## src/rtl/mole_sequencer.sv

```systemverilog
// mole_sequencer: whack-a-mole round scheduler sharing the regfile write port, define MOLE_LFSR_EN for LFSR mole choice
module mole_sequencer #(
  parameter int SPAWN_CYCLES = 1000,
  parameter int UP_CYCLES = 5000,
  parameter int MOLE_BASE = 20,
  parameter int EVENT_REG = 19,
  parameter logic [15:0] LFSR_SEED = 16'hACE1
) (
  input logic clock,
  input logic ctrl_reset,
  input logic start,
  input logic [7:0] JA,
  input logic proc_we,
  input logic [4:0] proc_wreg,
  input logic [31:0] proc_wdata,
  output logic ctrl_writeEnable,
  output logic [4:0] ctrl_writeReg,
  output logic [31:0] data_writeReg,
  output logic [7:0] active_mask,
  output logic busy
);
  typedef enum logic [2:0] {IDLE, SPAWN_WAIT, SPAWN_WR, UP, CLEAR_WR, EVENT_WR} state_t;
  state_t state, state_n;
  logic [31:0] cnt;
  logic [2:0] cur, nxt;
  logic [7:0] ja_s1, ja_s2;
  logic hit, hit_flag, req, grant, cnt_zero;
  logic [4:0] req_reg;
  logic [31:0] req_data;
  assign hit = ja_s2[cur];
  assign cnt_zero = cnt == 32'd0;
  assign grant = req && !proc_we;
`ifdef MOLE_LFSR_EN
  logic [15:0] lfsr;
  always_ff @(posedge clock)
    lfsr <= ctrl_reset ? (LFSR_SEED == 16'h0 ? 16'h0001 : LFSR_SEED) : {1'b0, lfsr[15:1]} ^ (lfsr[0] ? 16'hB400 : 16'h0);
  assign nxt = lfsr[2:0];
`else
  logic [2:0] rr;
  always_ff @(posedge clock)
    rr <= ctrl_reset ? 3'd0 : (state == SPAWN_WAIT && cnt_zero) ? rr + 3'd1 : rr;
  assign nxt = rr;
`endif
  always_ff @(posedge clock)
    state <= ctrl_reset ? IDLE : state_n;
  always_comb begin
    state_n = state;
    case (state)
      IDLE: state_n = start ? SPAWN_WAIT : IDLE;
      SPAWN_WAIT: state_n = cnt_zero ? SPAWN_WR : SPAWN_WAIT;
      SPAWN_WR: state_n = grant ? UP : SPAWN_WR;
      UP: state_n = (hit || cnt_zero) ? CLEAR_WR : UP;
      CLEAR_WR: state_n = grant ? EVENT_WR : CLEAR_WR;
      EVENT_WR: state_n = grant ? (start ? SPAWN_WAIT : IDLE) : EVENT_WR;
      default: state_n = IDLE;
    endcase
  end
  always_ff @(posedge clock) begin
    if (ctrl_reset) begin
      cnt <= 32'd0;
      cur <= 3'd0;
      active_mask <= 8'd0;
      hit_flag <= 1'b0;
      ja_s1 <= 8'd0;
      ja_s2 <= 8'd0;
    end else begin
      ja_s1 <= JA;
      ja_s2 <= ja_s1;
      case (state)
        IDLE: cnt <= 32'(SPAWN_CYCLES - 1);
        SPAWN_WAIT: begin
          cnt <= cnt - 32'd1;
          if (cnt_zero) cur <= nxt;
        end
        SPAWN_WR: if (grant) begin
          active_mask <= 8'd1 << cur;
          cnt <= 32'(UP_CYCLES - 1);
        end
        UP: begin
          cnt <= cnt - 32'd1;
          hit_flag <= hit;
        end
        CLEAR_WR: if (grant) active_mask <= 8'd0;
        EVENT_WR: cnt <= 32'(SPAWN_CYCLES - 1);
        default: ;
      endcase
    end
  end
  always_comb begin
    req = state == SPAWN_WR || state == CLEAR_WR || state == EVENT_WR;
    req_reg = state == EVENT_WR ? 5'(EVENT_REG) : 5'(MOLE_BASE) + 5'(cur);
    req_data = state == SPAWN_WR ? 32'd1 : state == CLEAR_WR ? 32'd0 : hit_flag ? 32'(cur) + 32'd1 : 32'hFFFF_FFFF;
    ctrl_writeEnable = proc_we || req;
    ctrl_writeReg = proc_we ? proc_wreg : req ? req_reg : 5'd0;
    data_writeReg = proc_we ? proc_wdata : req ? req_data : 32'd0;
    busy = state != IDLE;
  end
endmodule

```

## config.mk

```make
export PLATFORM = sky130hd
export DESIGN_NAME = mole_sequencer
export DESIGN_NICKNAME = d
export VERILOG_FILES = /design/src/rtl/mole_sequencer.sv
export SDC_FILE = /design/constraint.sdc
export NUM_CORES = 1
export LEC_CHECK = 0
export ABC_AREA = 1
export ABC_CLOCK_PERIOD_IN_PS = 2500
export BUFFER_PORTS_ARGS = -buffer_cell sky130_fd_sc_hd__buf_2
export CAP_MARGIN = 5
export CORE_MARGIN = 5
export CORE_UTILIZATION = 35
export DETAILED_ROUTE_END_ITERATION = 10
export SYNTH_ARGS = -nofsm -noshare
export SYNTH_HDL_FRONTEND = slang
export SYNTH_SLANG_ARGS = --single-unit
```

## constraint.sdc

```tcl
create_clock -name clock -period 2.5 [get_ports clock]
set_clock_uncertainty 0.1 [all_clocks]
set_input_delay 0.25 -clock clock [delete_from_list [all_inputs] [get_ports clock]]
set_output_delay 0.25 -clock clock [all_outputs]
set_load 0.02 [all_outputs]
```

==> metrics.cfg <==
[run_status]
status = complete, no violations

[layout]
final_cells = 856
drive_gt1_frac = 0.190
multi_input_area_mm2 = 0.00210
fin_nets = 769
mostFrequentLayoutCells = 185 x nand2_1, 109 x nor2_1, 95 x buf_2, 75 x inv_1, 66 x dfxtp_1
antenna_cells = 0
synthToLayoutAreaGrowth_pct = 24.5
fillers = 1147
final_area_mm2 = 0.00473
layout_commonest_cell = nand2_1
ff_latch_area_mm2 = 0.00132

[detailed_routing]
antenna_left = 0
wl_per_cell_um = 12.0
vias_per_cell = 4.64
drc_errors = 0
vias = 3968
wirelength_um = 10300
dr.pass1.iters = 4
drt-initial-drc-count = 253

[logic_synthesis]
synthesis.area_mm2 = 0.00379
synth-edff-count = 0
ys_warn_count = 0
synth_seq_area_share = 0.348
synth_seq_cells = 66
async_flop_share = 0
synth_cell_types = 36
ys.flop_type = dfxtp_1
synth_fp_nets = 668
syn_area_per_cell_um2 = 6.22
syn_inst = 610

[global_route]
grt_max_degree = 41
grt_usage = 0.159
grt_pass1_vias = 3711
grt_pass1_wl_um = 17000
grt.overflow.total = 0
antenna_found_initial = 0

[worst_setup_path]
rr_worst_depth = 8
rrSetupSlack_ns = 0.39
critPathLaunchType = flip-flop
crit_chain = inv_2 > nand2_2 > nor2_1 > nor2_1 > nand4_4 > nand2_1 > buf_2
required_ns = 2.15
worst_path_max_delay_cell = dfxtp_1
worst-path-buf-inv = 2
r2r-start = state[1]
crit_top_cell = nor2_1
cp_max_fo = 28
worstSetupPathType = reg2out
rr_endpoint = cnt[17]
crit_family = simple AND/OR/NAND/NOR gates
max_stage_delay_ns = 0.44
end_kind = output pin
arrival_ns = 1.96

[timing]
setup-tns-final_ns = 0
grt_setup_unrepaired = no
fmax_ghz = 0.433
worst_slack_ns = 0.191
hold_viol = 0
worst_slew_pin_slew_ns = 0.468
setup_viol = 0
fin_crit_ns = 2.31
post-route-period-util = 0.924
slew_viol_final = 0
slew_headroom = 0.686

[placement]
dp.cells = 832
portBuffers = 95
gp_congestion = 0.878
hpwl_um = 7850
dpl_cell_area_mm2 = 0.00439
place_ws_ns = 0.413

[floorplan]
std_cell_rows = 38
num_io_pins = 96
die_y_um = 114
dieArea_mm2 = 0.0130
start_util = 0.353
core_area_mm2 = 0.0107
die_w_um = 114

[job]
maxCapViolations = 0

[hold_path]
hp-start = ctrl_reset
hold_depth = 2
min_to = cnt[9]
hold_path.class = in2reg

[clock_network]
clock-sinks = 66
root_buffer = clkbuf_8
clock_latency_ns = 0.35
clk_pin_slew_worst_paths_ns = 0.08
cts_buffer_depth = 2
cts_made_buffers = 9
htree_levels = 3
cts_tree = yes

[power_and_ir_drop]
powerDensity_mw_per_mm2 = 574
p_leak_uw = 0.00247
ir_drop_mv = 0.422

-- registers in the layout (all words and copies together) (netlist names) --
| name | flops |
|---|---|
| ja_s2 | 8 |
| cur | 3 |
| cnt | 32 |
| ja_s1 | 8 |
| active_mask | 8 |
| hit_flag | 1 |
| nxt | 3 |
| state | 3 |
-- cells by family (layout without fill, tap and decap cells) --
logic type	Yosys count	in the layout	synth area share
and+or+nand+nor	364	364	0.409
buffers and inverters	95	201	0.101
DFF	66	66	0.348
xor gates and xnor gates	2	2	0.00462
AOI/OAI and AO/OA	74	74	0.108
adders and majority gates	9	9	0.0297
-- how the worst max path moves through the flow --
stage	start	end	slack [ns]	cells after the start
2_1_floorplan	cur[0]	data_writeReg[1]	0.63	5
3_3_place_gp	state[1]	data_writeReg[8]	0.48	7
3_5_place_dp	state[1]	data_writeReg[11]	0.41	7
4_1_cts	state[1]	data_writeReg[11]	0.02	7
5_1_grt	state[1]	data_writeReg[17]	0.008	7
6_report	state[1]	data_writeReg[11]	0.19	7
-- cell usage after synthesis, drive strengths merged (2+ instances only) --
cell / count / area share
nand2: 187 / 0.19
clkbuf: 13 / 0.013
nand4: 6 / 0.012
a31oi: 3 / 0.0049
inv: 78 / 0.077
dfxtp: 66 / 0.35
o21ai: 26 / 0.035
o31ai: 2 / 0.0040
a21o: 2 / 0.0040
nand3: 41 / 0.060
buf: 4 / 0.011
xor2: 2 / 0.0046
ha: 9 / 0.030
a21oi: 37 / 0.052
nand3b: 3 / 0.0059
nor2: 118 / 0.13
nor3: 6 / 0.0079
-- through the flow --
step	total power, uW	util	hold slack (ns)
5_1_grt	2840	0.440	0.157
3_3_place_gp	1590	0.408	0.292
6_report	2710	0.440	0.141
2_1_floorplan	1460	-	0.257
4_1_cts	2740	0.439	0.130
3_5_place_dp	1600	0.408	0.295
-- power breakdown --
part | leakage (uW) | internal [uW] | switching, uW
sequential | 0.000538 | 1090 | 26.5
combinational | 0.00181 | 163 | 308
clock | 0.000119 | 691 | 437
total | 0.00247 | 1940 | 771
-- area by class of cell --
type / count / share of cell area
multi-input cells: 449 / 0.444
flip-flops and latches: 66 / 0.280
repair buffers: 107 / 0.124
inverters: 78 / 0.0620
well taps: 140 / 0.0371
clock buffers: 10 / 0.0291
clock inverters: 6 / 0.0241
-- repair_timing --
action | in CTS | in global routing
hold endpoints to repair | 8 | 0
resized for setup | 0 | 2
hold buffers | 8 | 0
setup buffers | 0 | 0
setup endpoints to repair | 0 | 29
-- metal layers --
layer | track usage | part of all wire | up-vias
li1 | - | - | 2112
met1 | 0.201 | 0.45 | 1761
met2 | 0.266 | 0.50 | 80
met3 | 0.0359 | 0.036 | 15
met4 | 0.0570 | 0.014 | 0
met5 | 0 | 0 | -
Power figures use the tool's default switching activity.
